===== src/rtl/fwd_lookup_ctrl.sv =====
// fwd_lookup_ctrl: per-frame forwarding decision engine between the
// header parser and the MAC table (learn + lookup, then descriptor).
// Ports: hdr_* header in (valid/ready), learn_* / read_* table requests,
// read_port_i/read_port_valid_i table result, fwd_* descriptor out.
// Optional FWD_LOOKUP_STATS_EN adds stat_ucast_o/stat_flood_o/stat_drop_o.
module fwd_lookup_ctrl #(
  parameter int NUM_PORTS  = 4,
  parameter int LOOKUP_LAT = 1,
  localparam int PW = (NUM_PORTS > 1) ? $clog2(NUM_PORTS) : 1
) (
  input  logic                 clk,
  input  logic                 rst_n,
  input  logic                 hdr_valid_i,
  output logic                 hdr_ready_o,
  input  logic [47:0]          hdr_dst_i,
  input  logic [47:0]          hdr_src_i,
  input  logic [PW-1:0]        hdr_port_i,
  output logic                 learn_req_o,
  output logic [47:0]          learn_address_o,
  output logic [PW-1:0]        learn_port_o,
  output logic                 read_req_o,
  output logic [47:0]          read_address_o,
  input  logic [PW-1:0]        read_port_i,
  input  logic                 read_port_valid_i,
  output logic                 fwd_valid_o,
  input  logic                 fwd_ready_i,
  output logic [NUM_PORTS-1:0] fwd_mask_o,
  output logic                 fwd_flood_o,
  output logic                 fwd_drop_o
`ifdef FWD_LOOKUP_STATS_EN
  ,
  output logic [31:0]          stat_ucast_o,
  output logic [31:0]          stat_flood_o,
  output logic [31:0]          stat_drop_o
`endif
);

  localparam int CW  = (LOOKUP_LAT > 1) ? $clog2(LOOKUP_LAT) : 1;
  localparam int PW1 = PW + 1;

  typedef enum logic [1:0] {
    S_IDLE,
    S_REQ,
    S_WAIT,
    S_RESP
  } state_e;

  state_e               state_q;
  logic                 hdr_ready_q;
  logic [47:0]          dst_q;
  logic [47:0]          src_q;
  logic [PW-1:0]        port_q;
  logic                 learn_req_q;
  logic                 read_req_q;
  logic [CW-1:0]        cnt_q;
  logic                 fwd_valid_q;
  logic [NUM_PORTS-1:0] mask_q;
  logic                 flood_q;
  logic                 drop_q;

  logic [NUM_PORTS-1:0] mask_d;
  logic                 flood_d;
  logic                 drop_d;
  logic                 in_range;
  logic                 hit;

  // Out-of-range result ports fall back to flooding; group
  // destinations never use the table result.
  always_comb begin
    in_range = {1'b0, read_port_i} < PW1'(NUM_PORTS);
    hit      = read_port_valid_i && in_range && !dst_q[40];
    mask_d   = ~(NUM_PORTS'(1) << port_q);
    flood_d  = 1'b1;
    drop_d   = 1'b0;
    if (hit) begin
      flood_d = 1'b0;
      if (read_port_i == port_q) begin
        mask_d = '0;
        drop_d = 1'b1;
      end else begin
        mask_d = NUM_PORTS'(1) << read_port_i;
      end
    end
  end

  always_ff @(posedge clk or negedge rst_n) begin
    if (!rst_n) begin
      state_q     <= S_IDLE;
      hdr_ready_q <= 1'b0;
      dst_q       <= '0;
      src_q       <= '0;
      port_q      <= '0;
      learn_req_q <= 1'b0;
      read_req_q  <= 1'b0;
      cnt_q       <= '0;
      fwd_valid_q <= 1'b0;
      mask_q      <= '0;
      flood_q     <= 1'b0;
      drop_q      <= 1'b0;
    end else begin
      learn_req_q <= 1'b0;
      read_req_q  <= 1'b0;
      unique case (state_q)
        S_IDLE: begin
          if (hdr_valid_i && hdr_ready_q) begin
            dst_q       <= hdr_dst_i;
            src_q       <= hdr_src_i;
            port_q      <= hdr_port_i;
            // Requests fire in the REQ cycle; group source never learned.
            learn_req_q <= ~hdr_src_i[40];
            read_req_q  <= ~hdr_dst_i[40];
            hdr_ready_q <= 1'b0;
            state_q     <= S_REQ;
          end else begin
            hdr_ready_q <= 1'b1;
          end
        end
        S_REQ: begin
          if (!dst_q[40]) begin
            cnt_q   <= CW'(LOOKUP_LAT - 1);
            state_q <= S_WAIT;
          end else begin
            fwd_valid_q <= 1'b1;
            mask_q      <= mask_d;
            flood_q     <= flood_d;
            drop_q      <= drop_d;
            state_q     <= S_RESP;
          end
        end
        S_WAIT: begin
          if (cnt_q == '0) begin
            fwd_valid_q <= 1'b1;
            mask_q      <= mask_d;
            flood_q     <= flood_d;
            drop_q      <= drop_d;
            state_q     <= S_RESP;
          end else begin
            cnt_q <= cnt_q - 1'b1;
          end
        end
        S_RESP: begin
          if (fwd_ready_i) begin
            fwd_valid_q <= 1'b0;
            hdr_ready_q <= 1'b1;
            state_q     <= S_IDLE;
          end
        end
        default: state_q <= S_IDLE;
      endcase
    end
  end

  assign hdr_ready_o     = hdr_ready_q;
  assign learn_req_o     = learn_req_q;
  assign learn_address_o = src_q;
  assign learn_port_o    = port_q;
  assign read_req_o      = read_req_q;
  assign read_address_o  = dst_q;
  assign fwd_valid_o     = fwd_valid_q;
  assign fwd_mask_o      = mask_q;
  assign fwd_flood_o     = flood_q;
  assign fwd_drop_o      = drop_q;

`ifdef FWD_LOOKUP_STATS_EN
  logic [31:0] st_uc_q;
  logic [31:0] st_fl_q;
  logic [31:0] st_dr_q;
  logic        hs;

  assign hs = fwd_valid_q && fwd_ready_i;

  // Saturating class counters, bumped on the descriptor handshake.
  always_ff @(posedge clk or negedge rst_n) begin
    if (!rst_n) begin
      st_uc_q <= '0;
      st_fl_q <= '0;
      st_dr_q <= '0;
    end else if (hs) begin
      if (drop_q) begin
        if (st_dr_q != '1) st_dr_q <= st_dr_q + 1'b1;
      end else if (flood_q) begin
        if (st_fl_q != '1) st_fl_q <= st_fl_q + 1'b1;
      end else begin
        if (st_uc_q != '1) st_uc_q <= st_uc_q + 1'b1;
      end
    end
  end

  assign stat_ucast_o = st_uc_q;
  assign stat_flood_o = st_fl_q;
  assign stat_drop_o  = st_dr_q;
`else
  // Statistics counters not built.
`endif

endmodule


===== config.mk =====
export PLATFORM = sky130hd
export DESIGN_NAME = fwd_lookup_ctrl
export DESIGN_NICKNAME = d
export VERILOG_FILES = /design/src/rtl/fwd_lookup_ctrl.sv
export SDC_FILE = /design/constraint.sdc
export NUM_CORES = 1
export LEC_CHECK = 0
export ABC_CLOCK_PERIOD_IN_PS = 4310
export BUFFER_PORTS_ARGS = -buffer_cell sky130_fd_sc_hd__buf_2
export CORE_MARGIN = 2
export CORE_UTILIZATION = 45
export CTS_BUF_LIST = sky130_fd_sc_hd__clkbuf_16
export CTS_CLUSTER_DIAMETER = 40
export DETAILED_ROUTE_END_ITERATION = 16
export GPL_TIMING_DRIVEN = 0
export PLACE_DENSITY = 0.77
export SYNTH_ARGS = -nofsm -noshare
export SYNTH_HDL_FRONTEND = slang
export SYNTH_SLANG_ARGS = --single-unit
export TNS_END_PERCENT = 10

===== constraint.sdc =====
create_clock -name clk -period 4.31 [get_ports clk]
set_input_delay 0.2155 -clock clk [delete_from_list [all_inputs] [get_ports clk]]
set_output_delay 0.2155 -clock clk [all_outputs]
set_load 0.02 [all_outputs]

[Yosys cells after proc, flatten, opt, wreduce, memory -nomap -nowiden]
Index checks and enable logic that the tools add are counted.
Storage, ports and cells
  register bits after elaboration: 111
  latch bits: 0
  memory bits (writable): 0
  ROM bits: 0
  input port bits: 105
  output and inout bits: 108
  word-level logic and storage cells: 73
  memories: 0
Operators by class
  add/sub/neg operators: 1
  multiply operators: 0
  divide/modulo/power cells: 0
  $lt $le $gt $ge: 0
  equality and inequality tests: 9
  shifts and indexed selects: 2
  multiplexer cells: 33
  bitwise logic cells: 3
  reduce and logical (&&, ||, !) cells: 13
Operator list (count)
  1-bit two-way mux: 19
  4-bit two-way mux: 4
  2-bit != test (second input constant): 5
  1-bit case mux with 2 select lines: 4
  2-bit case mux with 4 select lines: 1
  4-bit case mux with 2 select lines: 1
  1-bit by 2-bit << shifter with 4-bit output (first input constant): 2
  2-bit two-way mux: 3
  2-bit AND reduction: 3
  3-bit AND reduction: 2
  2-bit equality test (second input constant): 2
  4-bit NOT: 1
  4-bit AND reduction: 1
  2-bit nonzero test: 2
  1-bit case mux with 3 select lines: 1
  3-bit nonzero test: 1
  2-bit by 1-bit equality test with 1-bit output (second input constant): 1
  2-bit equality test: 1
  1-bit logical AND: 2
  2-bit logical NOT: 1
  1-bit NOT: 2
  1-bit logical NOT: 1
  1-bit subtractor (second input constant): 1

[Depth between registers and ports, before layout]
Gate-level depths: netlist of the first run.
  depth in word-level cells: 5
  gate-level depth with buffers: 6

[Worst setup path before layout of the first run]
Ideal clock, no wire load.
  path kind: reg2reg
  start: reg state_q[0]
  end: reg src_q[0], in the netlist learn_address_o[0]
  data arrival time: 1.409 ns
  required time: 4.185 ns
  setup slack: 2.776 ns
  cell stages (with the launch flop): 7
  path buffers: 2
  cell sequence: dfrtp_1 > inv_1 > ha_1 > nand3_1 > buf_6 > buf_6 > mux2_4
Between the ends
  word-level cells in the longest chain between the ends: 2
Ends and longest elaborated chain
  start, declared: RTL line 48  | state_e state_q;
  start signal, assigned: RTL line 88  | state_q <= S_IDLE;
  start signal, assigned: RTL line 113  | state_q <= S_REQ;
  start signal, assigned: RTL line 121  | state_q <= S_WAIT;
  2-bit logical NOT: RTL line 103  | unique case (state_q)
  2-bit AND reduction (no source line)
  end signal, assigned: RTL line 107  | src_q <= hdr_src_i;
  end, declared: RTL line 51  | logic [47:0] src_q;
Every way passes these cells.
A chain may end at the register's enable or synchronous reset.

[Final worst setup path of the first run]
  start: reg state_q[0]
  end: reg dst_q[35], in the netlist read_address_o[35]
Between the ends
  word-level cells in the longest chain between the ends: 2
Ends and longest elaborated chain
  2-bit logical NOT: RTL line 103
  2-bit AND reduction (no source line)
  end signal, assigned: RTL line 106  | dst_q <= hdr_dst_i;
  end, declared: RTL line 50  | logic [47:0] dst_q;
Every way passes these cells.

==> results of run 1 <==
## registers in the layout, summed over array words and instances, names as in the netlist
| register | flops |
|---|---|
| fwd_valid_o | 1 |
| state_q | 2 |
| learn_req_o | 1 |
| learn_address_o | 48 |
| read_req_o | 1 |
| fwd_mask_o | 4 |
| fwd_drop_o | 1 |
| fwd_flood_o | 1 |
| hdr_ready_o | 1 |
| learn_port_o | 2 |
| read_address_o | 48 |
## timing repair
| item | CTS | global route |
|---|---|---|
| hold endpoints to repair | 50 | 0 |
| hold buffers | 1 | 0 |
| setup buffers | 0 | 0 |
| gates resized for setup | 0 | 0 |
## area by class of cell
cell class | instances | area (µm²) | area share, %
Sequential cell | 110 | 2750 | 44.3
Buffer | 12 | 123 | 1.97
Clock buffer | 9 | 225 | 3.62
Inverter | 5 | 18.8 | 0.302
Clock inverter | 5 | 53.8 | 0.866
Multi-Input combinational cell | 146 | 1770 | 28.5
Timing Repair Buffer | 214 | 1100 | 17.7
Tap cell | 136 | 170 | 2.74
## worst max-delay path by stage
| stage | depth (start not counted) | end | from |
|---|---|---|---|
| after global routing | 6 | read_address_o[41] | state_q[0] |
| after floorplan | 6 | learn_address_o[0] | state_q[0] |
| after CTS | 6 | read_address_o[35] | state_q[0] |
| final | 6 | read_address_o[35] | state_q[0] |
| after global placement | 1 | learn_address_o[47] | rst_n |
| after detailed placement | 6 | read_address_o[35] | state_q[0] |
## layer usage
metal / vias to the layer above / share of wire (%) / track usage, %
li1: 1415 / - / -
met1: 1476 / 41 / 22.7
met2: 132 / 51 / 32.4
met3: 15 / 5.9 / 3.22
met4: 0 / 2.0 / 8.74
met5: - / 0 / 0
## metrics by stage
stage | cell area (µm²) | cells | power (mW)
after floorplan | 4670 | 273 | 3.69
after global placement | 5900 | 621 | 4.42
after detailed placement | 5930 | 622 | 4.51
after CTS | 6220 | 637 | 5.33
after global routing | 6220 | 637 | 5.56
final | 6220 | 637 | 5.28
## cells by family (layout without fill, tap and decap cells)
| kind of cell | count (synthesis) | after routing | synth area share, % |
|---|---|---|---|
| fa+ha+maj | 5 | 5 | 1.34 |
| simple gates | 21 | 21 | 2.17 |
| compound gates | 18 | 18 | 2.98 |
| buf+inv | 17 | 245 | 3.03 |
| mux | 100 | 100 | 31.1 |
| xor+xnor | 2 | 2 | 0.376 |
| flops | 110 | 110 | 59.0 |
## layout by cell type, fill, tap and decap left out, types with 2 or more instances in the layout
master | synthesis | layout
sky130_fd_sc_hd__dfrtp_1 | 110 | 110
sky130_fd_sc_hd__nand2_1 | 6 | 6
sky130_fd_sc_hd__ha_1 | 5 | 5
sky130_fd_sc_hd__o21ai_0 | 2 | 2
sky130_fd_sc_hd__buf_6 | 10 | 10
sky130_fd_sc_hd__nor2_1 | 8 | 8
sky130_fd_sc_hd__xor2_1 | 2 | 2
sky130_fd_sc_hd__buf_2 | 2 | 213
sky130_fd_sc_hd__nor2b_1 | 3 | 3
sky130_fd_sc_hd__o221ai_1 | 4 | 4
sky130_fd_sc_hd__clkbuf_16 | 0 | 9
sky130_fd_sc_hd__mux2_4 | 87 | 87
sky130_fd_sc_hd__inv_1 | 5 | 6
sky130_fd_sc_hd__mux2_2 | 12 | 12
## report_power, final
part           switching, mW  internal (mW)
clock                  0.353          0.441
sequential             0.314           1.56
combinational           1.33           1.29
total                   1.99           3.29
## worst max-delay path, cell delays in order (launching register included)
cell                      delay [ns]
sky130_fd_sc_hd__dfrtp_1        0.41
sky130_fd_sc_hd__inv_1          0.12
sky130_fd_sc_hd__ha_1           0.26
sky130_fd_sc_hd__nand3_1        0.12
sky130_fd_sc_hd__buf_6          0.19
sky130_fd_sc_hd__buf_6          0.22
sky130_fd_sc_hd__mux2_4         0.32
==> summary.txt, run 1 <==
=========================================================================================
Status                                                                       finished clean
Number of vias per cell after detailed routing                                       4.77
Final routed wirelength across all metal layers                                   10.4 mm
Hold path endpoint                                                            learn_req_o
Number of I/O pins                                                                    213
Clock period minus worst slack                                                    1.76 ns
Count of input and output buffers                                                     212
Final Slew Violations                                                                   0
Worst EP required                                                                 4.54 ns
Beginning of the worst register-to-register path                               state_q[0]
Worst reg-to-reg path cell count                                                        6
Register-to-register setup slack                                                  2.55 ns
GR Overflow Total                                                                       0
CTS Root Cell                                                                sky130_fd_sc_hd__clkbuf_16
Worst slack at placement                                                          2.56 ns
Layout Utilization                                                                  61.0%
Worst Clk Skew                                                                 0.00831 ns
Synthesis-to-layout area growth                                                     33.2%
Register area share after synthesis                                                 59.0%
Slew at the pin closest to its max-slew limit                                    0.660 ns
Number of storage elements in the synthesis netlist                                   110
Clock network latency to the later pin of the worst-skew pair                     0.34 ns
Post-synth EDFFs                                                                        0
Number of standard cells after synthesis                                              273
Clock transition at the registers of the reported paths                           0.07 ns
Die height                                                                         106 µm
Number of distinct library cells after synthesis                                       30
Endpoint of the worst register-to-register path                              read_address_o[35]
Filler cell count                                                                     825
Gpl congestion                                                                      0.811
Hold WC Path Type                                                                  in2reg
Row count                                                                              37
Initial antenna violation count                                                         0
Biggest area consumer among synthesized cells                                sky130_fd_sc_hd__dfrtp_1
Worst Hold Depth                                                                        2
Die ar.                                                                         11200 µm²
Sum Neg Setup Slack                                                                  0 ns
Share of layout cells above drive strength 1                                        67.3%
Post-detailed-route count of antenna-violating nets                                     0
Hold slack                                                                      0.0354 ns
Nature of the critical path startpoint                                               flop
Synth Flop Type                                                              sky130_fd_sc_hd__dfrtp_1
Most frequent cell after synthesis                                           sky130_fd_sc_hd__dfrtp_1
Area of the mapped netlist                                                       4670 µm²
Largest buffer count on any clock path                                                  2
Overall fraction of global-route tracks in use                                      18.7%
Count of final hold-check violations                                                    0
Global-route wire length before repair                                            16.3 mm
Worst-path maximum fanout                                                              10
Post-layout nets                                                                      608
# H-tree levels                                                                         3
Worst Path Arrival                                                                1.99 ns
PnR worst setup slack                                                             2.55 ns
Effective utilization at floorplan                                                  45.8%
Fmax                                                                              568 MHz
Top cell type's share of synthesized area                                           59.0%
Hold wc startpoint                                                           hdr_src_i[40]
Vias post-DR                                                                         3038
Number of global-route vias before repair                                            3252
Peak VDD IR                                                                        411 µV
Endpoint type of the worst setup path                                                flop
DR DRC count                                                                            0
Average routed wire per standard cell                                             16.3 µm
CTS Buf Count                                                                           9
Max-slew headroom                                                                   56.0%
Top cells by area, synth                                                     sky130_fd_sc_hd__dfrtp_1 59%, sky130_fd_sc_hd__mux2_4 28%, sky130_fd_sc_hd__mux2_2 2.9%, sky130_fd_sc_hd__buf_6 2.4%, sky130_fd_sc_hd__ha_1 1.3%
Sinks on the clock net                                                                110
YS warnings                                                                             0
Hpwl dp                                                                           7.68 mm
TritonCTS clock tree                                                                built
Synthesized Nets                                                                      383
Proportion of register bits with asynchronous set or reset after synthesis           100%
Max Cap Violations                                                                      0
Number of optimization iterations in the first detailed-route pass                      4
Count of inserted antenna diode cells                                                   0
Width of the die                                                                   106 µm
RSZ-0062 raised after global routing                                                   no
First DRT Iteration DRCs                                                              122
Maximum number of pins on one net before global-route repair                           61
Placeable Area                                                                  10200 µm²
Mean instance size in the synthesized netlist                                    17.1 µm²
Most used standard cells in the synthesized netlist                          110 x sky130_fd_sc_hd__dfrtp_1, 87 x sky130_fd_sc_hd__mux2_4, 12 x sky130_fd_sc_hd__mux2_2
Path type of the worst setup path                                                 reg2reg
Portion of the clock cycle consumed by the worst path in the final layout           40.9%
Pleak                                                                             3.39 nW
Power per Cell Area                                                            849 nW/µm²
Final setup violation count                                                             0
=========================================================================================
(Power assumes the default switching activity.)
==> run 2: changes to the inputs <==
--- a/config.mk
+++ b/config.mk
@@ -5,7 +5,7 @@
 export SDC_FILE = /design/constraint.sdc
 export NUM_CORES = 1
 export LEC_CHECK = 0
-export ABC_CLOCK_PERIOD_IN_PS = 4310
+export ABC_CLOCK_PERIOD_IN_PS = 1800
 export BUFFER_PORTS_ARGS = -buffer_cell sky130_fd_sc_hd__buf_2
 export CORE_MARGIN = 2
 export CORE_UTILIZATION = 45
==> constraint.sdc (replaced) <==
create_clock -name clk -period 1.8 [get_ports clk]
set_input_delay 0.09 -clock clk [delete_from_list [all_inputs] [get_ports clk]]
set_output_delay 0.09 -clock clk [all_outputs]
set_load 0.02 [all_outputs]
==> run 2 against run 1 <==
Net effect: combinational power rose to 2.5 times the previous value; wire length rose by 25%; non-clock buffer count rose by 96; first-iteration DRC count rose by 32%; clock skew rose by 0.00084 ns; critical path depth did not move; design area rose by 16%; count of clock-buffer cells in the layout did not move; clock power rose by 140%; largest power group unchanged.
==> summary.txt, run 2 (synthesized netlist as in run 1, its figures left out) <==
========================================================================================
Worst slack at placement                                                       0.0495 ns   was 2.56 ns
Clock transition at the registers of the reported paths                          0.07 ns   about the same
RSZ-0062 raised after global routing                                                  no   unchanged
Max Cap Violations                                                                     0   unchanged
Number of optimization iterations in the first detailed-route pass                     4   unchanged
Vias post-DR                                                                        3518   was 3038
Number of vias per cell after detailed routing                                      4.80   was 4.77
Count of input and output buffers                                                    212   unchanged
Crit path depth                                                                        6   unchanged
Share of layout cells above drive strength 1                                       57.3%   was 67.3%
Count of inserted antenna diode cells                                                  0   unchanged
Worst EP required                                                                2.02 ns   was 4.54 ns
Placeable Area                                                                 10200 µm²   unchanged
Worst Hold Depth                                                                       2   unchanged
Average routed wire per standard cell                                            17.7 µm   was 16.3 µm
Max stage delay on crit path                                                     0.43 ns   was 0.41 ns
Power, Total                                                                     13.0 mW   was 5.28 mW
Sinks on the clock net                                                               110   unchanged
Max-slew headroom                                                                  55.8%   was 56.0%
Leading cell type in the layout, fill and taps excluded                     sky130_fd_sc_hd__buf_2   unchanged
Hold WC Path Type                                                                 in2reg   unchanged
Nature of the critical path startpoint                                              flop   unchanged
Global-route wire length before repair                                           20.1 mm   was 16.3 mm
Row count                                                                             37   unchanged
TritonCTS clock tree                                                               built   unchanged
Final Slew Violations                                                                  0   unchanged
Hpwl dp                                                                          7.68 mm   unchanged
# H-tree levels                                                                        3   unchanged
Peak VDD IR                                                                      1070 µV   was 411 µV
Pleak                                                                            3.79 nW   was 3.39 nW
Highest-delay cell along the critical path                                  sky130_fd_sc_hd__dfrtp_1   unchanged
Final routed wirelength across all metal layers                                  13.0 mm   was 10.4 mm
Width of the die                                                                  106 µm   unchanged
DR DRC count                                                                           0   unchanged
Worst Path Arrival                                                               1.92 ns   was 1.99 ns
Synthesis-to-layout area growth                                                    54.0%   was 33.2%
Largest buffer count on any clock path                                                 2   unchanged
Clock period minus worst slack                                                   1.70 ns   was 1.76 ns
Area of all sequential standard cells                                           2750 µm²   unchanged
Worst Clk Skew                                                                0.00915 ns   was 0.00831 ns
Final Cell Area                                                                 7190 µm²   was 6220 µm²
Commonest cells after routing, fill and taps aside                          213 x sky130_fd_sc_hd__buf_2, 110 x sky130_fd_sc_hd__dfrtp_1, 96 x sky130_fd_sc_hd__dlygate4sd3_1, 87 x sky130_fd_sc_hd__mux2_4, 12 x sky130_fd_sc_hd__mux2_2   was 213 x sky130_fd_sc_hd__buf_2, 110 x sky130_fd_sc_hd__dfrtp_1, 87 x sky130_fd_sc_hd__mux2_4, 12 x sky130_fd_sc_hd__mux2_2, 10 x sky130_fd_sc_hd__buf_6
CP bufs+invs                                                                           3   unchanged
Count of final hold-check violations                                                   0   unchanged
Number of I/O pins                                                                   213   unchanged
Gpl congestion                                                                     0.811   unchanged
Number of global-route vias before repair                                           3877   was 3252
Initial antenna violation count                                                        0   unchanged
CTS Buf Count                                                                          9   unchanged
Area of combinational cells with multiple inputs                                1780 µm²   was 1770 µm²
Hold slack                                                                     0.0137 ns   was 0.0354 ns
Endpoint type of the worst setup path                                               flop   unchanged
Worst-path maximum fanout                                                             10   unchanged
Path type of the worst setup path                                                reg2reg   unchanged
Final setup violation count                                                            0   unchanged
CP delay by family, top                                                     buffers and inverters   unchanged
Power per Cell Area                                                          1810 nW/µm²   was 849 nW/µm²
Layout Utilization                                                                 70.6%   was 61.0%
Critical-path cell list                                                     inv_2, ha_2, nand3_2, clkbuf_4, buf_6, mux2_4   was inv_1, ha_1, nand3_1, buf_6, buf_6, mux2_4
Effective utilization at floorplan                                                 45.8%   unchanged
CTS Root Cell                                                               sky130_fd_sc_hd__clkbuf_16   unchanged
Worst reg-to-reg path cell count                                                       6   unchanged
Clock network latency to the later pin of the worst-skew pair                    0.34 ns   about the same
Portion of the clock cycle consumed by the worst path in the final layout          94.4%   was 40.9%
First DRT Iteration DRCs                                                             161   was 122
PnR worst setup slack                                                           0.100 ns   was 2.55 ns
Die ar.                                                                        11200 µm²   unchanged
Fmax                                                                             588 MHz   was 568 MHz
Post-detailed-route count of antenna-violating nets                                    0   unchanged
Maximum number of pins on one net before global-route repair                          61   unchanged
Overall fraction of global-route tracks in use                                     23.2%   was 18.7%
Area post-placement                                                             5930 µm²   unchanged
Filler cell count                                                                    682   was 825
GR Overflow Total                                                                      0   unchanged
Die height                                                                        106 µm   unchanged
Slew at the pin closest to its max-slew limit                                   0.663 ns   was 0.660 ns
Post-layout nets                                                                     704   was 608
Status                                                                      finished clean   unchanged
========================================================================================
-- run 2: changes by cell type in the layout (fill, tap and decap cells not counted) --
cell,delta
sky130_fd_sc_hd__nand3_1,-1
sky130_fd_sc_hd__ha_2,+1
sky130_fd_sc_hd__buf_6,-1
sky130_fd_sc_hd__clkbuf_4,+1
sky130_fd_sc_hd__dlygate4sd3_1,+95
sky130_fd_sc_hd__inv_1,-2
sky130_fd_sc_hd__buf_8,+1
sky130_fd_sc_hd__nand3_2,+1
sky130_fd_sc_hd__inv_2,+2
sky130_fd_sc_hd__ha_1,-1
-- run 2: worst register-to-register path, cell delays in order, from the launching register on --
cell and delay [ns]:
sky130_fd_sc_hd__dfrtp_1 0.43, sky130_fd_sc_hd__inv_2 0.12, sky130_fd_sc_hd__ha_2 0.22, sky130_fd_sc_hd__nand3_2 0.12, sky130_fd_sc_hd__clkbuf_4 0.22, sky130_fd_sc_hd__buf_6 0.18, sky130_fd_sc_hd__mux2_4 0.31
-- run 2: per-layer routing --
| metal | GRT usage [%] | routed length (µm) | vias to the layer above |
|---|---|---|---|
| met5 | 0 | 0 | - |
| met4 | 10.1 | 315 | 0 |
| met3 | 3.96 | 687 | 24 |
| met2 | 43.1 | 7000 | 154 |
| met1 | 26.0 | 4980 | 1730 |
| li1 | - | - | 1610 |
-- run 2: per-stage QoR --
stage / TNS, ns / instances
2_1_floorplan: 0 / 273
3_3_place_gp: -57.76 / 621
3_5_place_dp: 0 / 622
4_1_cts: 0 / 732
5_1_grt: 0 / 733
6_report: 0 / 733
-- run 2: final timing paths --
| check | startpoint | end | slack, ns |
|---|---|---|---|
| max | state_q[0] | read_address_o[0] | 0.10 |
| min | hdr_src_i[43] | learn_address_o[43] | 0.01 |
| max reg2reg | state_q[0] | read_address_o[0] | 0.10 |
| min reg2reg | fwd_mask_o[1] | fwd_mask_o[1] | 0.49 |
| max in group asynchronous | rst_n | learn_address_o[0] | 0.77 |
| min in group asynchronous | rst_n | learn_address_o[18] | 0.32 |
-- run 2: layout make-up --
type | count | area share [%]
Multi-Input combinational cell | 146 | 24.8
Buffer | 12 | 1.76
Timing Repair Buffer | 310 | 28.7
Clock buffer | 9 | 3.13
Inverter | 5 | 0.261
Sequential cell | 110 | 38.3
Clock inverter | 5 | 0.749
Tap cell | 136 | 2.37
-- run 2: what timing repair did --
item                                   in CTS  in global routing
gates resized for setup                     0                  6
buffers inserted                            0                  0
setup endpoints to repair                   0                 87
endpoints found under the hold margin     146                  0
hold buffers                               96                  0
-- run 2: power by group --
group	total, mW	internal (mW)	switching [mW]
Sequential	4.55	3.74	0.813
Combinational	6.55	3.23	3.32
Clock	1.91	1.06	0.849
Total	13.0	8.03	4.98
==> run 3: changes to the inputs <==
--- a/config.mk
+++ b/config.mk
@@ -8,12 +8,13 @@
 export ABC_CLOCK_PERIOD_IN_PS = 1800
 export BUFFER_PORTS_ARGS = -buffer_cell sky130_fd_sc_hd__buf_2
 export CORE_MARGIN = 2
-export CORE_UTILIZATION = 45
+export CORE_UTILIZATION = 47
 export CTS_BUF_LIST = sky130_fd_sc_hd__clkbuf_16
 export CTS_CLUSTER_DIAMETER = 40
 export DETAILED_ROUTE_END_ITERATION = 16
 export GPL_TIMING_DRIVEN = 0
-export PLACE_DENSITY = 0.77
+export PLACE_DENSITY = 0.8
+export SLEW_MARGIN = 10
 export SYNTH_ARGS = -nofsm -noshare
 export SYNTH_HDL_FRONTEND = slang
 export SYNTH_SLANG_ARGS = --single-unit
==> run 3 against run 2 <==
Net effect: design area rose by 0.91%; combinational power rose by 1%; final cell count rose by 0.41%.
==> summary.txt, run 3 (synthesized netlist as in run 1, its figures left out) <==
========================================================================================
Status                                                                      finished clean   unchanged
Hold WC Path Type                                                                 in2reg   unchanged
Final setup violation count                                                            0   unchanged
Nature of the critical path startpoint                                              flop   unchanged
Share of layout cells above drive strength 1                                       57.0%   was 57.3%
Sinks on the clock net                                                               110   unchanged
Post-layout nets                                                                     707   was 704
RSZ-0062 raised after global routing                                                  no   unchanged
Number of global-route vias before repair                                           3972   was 3877
Effective utilization at floorplan                                                 48.2%   was 45.8%
Path type of the worst setup path                                                reg2reg   unchanged
Count of final hold-check violations                                                   0   unchanged
Endpoint type of the worst setup path                                               flop   unchanged
Row count                                                                             36   was 37
Clock network latency to the later pin of the worst-skew pair                    0.35 ns   was 0.34 ns
Worst slack at placement                                                       0.0404 ns   was 0.0495 ns
Width of the die                                                                  104 µm   was 106 µm
Gpl congestion                                                                     0.789   was 0.811
Largest buffer count on any clock path                                                 2   unchanged
Vias post-DR                                                                        3526   was 3518
Global-route wire length before repair                                           21.0 mm   was 20.1 mm
Slew at the pin closest to its max-slew limit                                   0.430 ns   was 0.663 ns
Area post-placement                                                             5930 µm²   unchanged
Final Slew Violations                                                                  0   unchanged
First DRT Iteration DRCs                                                             106   was 161
Synthesis-to-layout area growth                                                    55.4%   was 54.0%
Post-detailed-route count of antenna-violating nets                                    0   unchanged
Final Cell Area                                                                 7250 µm²   was 7190 µm²
Number of optimization iterations in the first detailed-route pass                     4   unchanged
Worst Path Arrival                                                               1.93 ns   was 1.92 ns
Power per Cell Area                                                          1800 nW/µm²   was 1810 nW/µm²
Average routed wire per standard cell                                            18.1 µm   was 17.7 µm
Worst-path maximum fanout                                                             10   unchanged
Peak VDD IR                                                                       930 µV   was 1070 µV
Register-to-register setup slack                                                  0.1 ns   was 0.10 ns
CTS Buf Count                                                                          9   unchanged
GR Overflow Total                                                                      0   unchanged
Max-slew headroom                                                                  70.5%   was 55.8%
Fmax                                                                             588 MHz   about the same
Number of vias per cell after detailed routing                                      4.79   was 4.80
TritonCTS clock tree                                                               built   unchanged
Clock period minus worst slack                                                   1.70 ns   about the same
Placeable Area                                                                  9680 µm²   was 10200 µm²
Filler cell count                                                                    602   was 682
Hold slack                                                                     0.0904 ns   was 0.0137 ns
Leading cell type in the layout, fill and taps excluded                     sky130_fd_sc_hd__buf_2   unchanged
Overall fraction of global-route tracks in use                                     25.0%   was 23.2%
Pleak                                                                            3.82 nW   was 3.79 nW
Clock transition at the registers of the reported paths                          0.07 ns   about the same
Max Cap Violations                                                                     0   unchanged
Hpwl dp                                                                          7.75 mm   was 7.68 mm
DR DRC count                                                                           0   unchanged
Final routed wirelength across all metal layers                                  13.3 mm   was 13.0 mm
Die ar.                                                                        10700 µm²   was 11200 µm²
PnR worst setup slack                                                          0.0994 ns   was 0.100 ns
Count of input and output buffers                                                    212   unchanged
Portion of the clock cycle consumed by the worst path in the final layout          94.5%   was 94.4%
Die height                                                                        104 µm   was 106 µm
# H-tree levels                                                                        3   unchanged
Commonest cells after routing, fill and taps aside                          213 x sky130_fd_sc_hd__buf_2, 110 x sky130_fd_sc_hd__dfrtp_1, 99 x sky130_fd_sc_hd__dlygate4sd3_1, 87 x sky130_fd_sc_hd__mux2_4, 12 x sky130_fd_sc_hd__mux2_2   was 213 x sky130_fd_sc_hd__buf_2, 110 x sky130_fd_sc_hd__dfrtp_1, 96 x sky130_fd_sc_hd__dlygate4sd3_1, 87 x sky130_fd_sc_hd__mux2_4, 12 x sky130_fd_sc_hd__mux2_2
CTS Root Cell                                                               sky130_fd_sc_hd__clkbuf_16   unchanged
Worst EP required                                                                2.03 ns   was 2.02 ns
Initial antenna violation count                                                        1   was 0
Worst Clk Skew                                                                0.00921 ns   was 0.00915 ns
Number of I/O pins                                                                   213   unchanged
Maximum number of pins on one net before global-route repair                          82   was 61
========================================================================================
-- run 3: cell types whose count changed in the layout (fill, tap and decap cells not counted), moves of 2 or more --
cell and delta:
sky130_fd_sc_hd__dlygate4sd3_1 +3, sky130_fd_sc_hd__buf_6 -2, sky130_fd_sc_hd__inv_6 +2, sky130_fd_sc_hd__inv_2 -2
sky130_fd_sc_hd__inv_1 +2, sky130_fd_sc_hd__buf_8 +3
-- run 3: critical path, cell delays in order (launching register included) --
cell and delay [ns]:
sky130_fd_sc_hd__dfrtp_1 0.42, sky130_fd_sc_hd__inv_1 0.15, sky130_fd_sc_hd__ha_2 0.25, sky130_fd_sc_hd__nand3_4 0.12
sky130_fd_sc_hd__buf_8 0.17, sky130_fd_sc_hd__buf_6 0.16, sky130_fd_sc_hd__mux2_4 0.31
-- run 3: through the flow --
stage          TNS, ns  utilization, %  power, mW  std cells
2_1_floorplan        0               -       8.83        273
3_3_place_gp    -56.94            60.9       10.6        618
3_5_place_dp         0            61.2       10.8        619
4_1_cts              0            74.3       12.9        734
5_1_grt              0            74.9       13.7        736
6_report             0            74.9       13.1        736
-- run 3: worst paths after layout --
check	endpoint	cells past startpoint	start
worst max-delay path	read_address_o[12]	6	state_q[0]
max in group asynchronous	state_q[1]	3	rst_n
worst min register to register	fwd_valid_o	1	fwd_valid_o
worst max register to register	read_address_o[12]	6	state_q[0]
min in group asynchronous	read_address_o[27]	2	rst_n
worst min-delay path	fwd_valid_o	3	fwd_ready_i
-- run 3: timing repair --
action	4_1_cts	5_1_grt
resized for setup	0	7
setup buffers	0	0
endpoints found under the hold margin	172	0
hold buffers	99	0
setup endpoints to repair	0	66
-- run 3: final cells by class --
type | instances | area [µm²] | area share (%)
Buffer | 12 | 138 | 1.90
Clock buffer | 9 | 225 | 3.11
Sequential cell | 110 | 2750 | 38.0
Inverter | 5 | 18.8 | 0.259
Clock inverter | 7 | 50.0 | 0.690
Timing Repair Buffer | 313 | 2110 | 29.1
Tap cell | 133 | 166 | 2.30
Antenna cell | 1 | 2.50 | 0.0345
Multi-Input combinational cell | 146 | 1790 | 24.6
-- run 3: per-layer routing --
metal / wire [µm] / share of wire, % / GRT usage (%)
met5: 0 / 0 / 0
met4: 483 / 3.6 / 12.1
met2: 7090 / 53 / 45.8
met1: 5030 / 38 / 27.6
met3: 741 / 5.6 / 5.10
-- run 3: report_power, final --
group          total [mW]  internal (mW)  switching, mW
clock                1.88          0.945          0.930
combinational        6.64           3.27           3.36
sequential           4.57           3.73          0.836
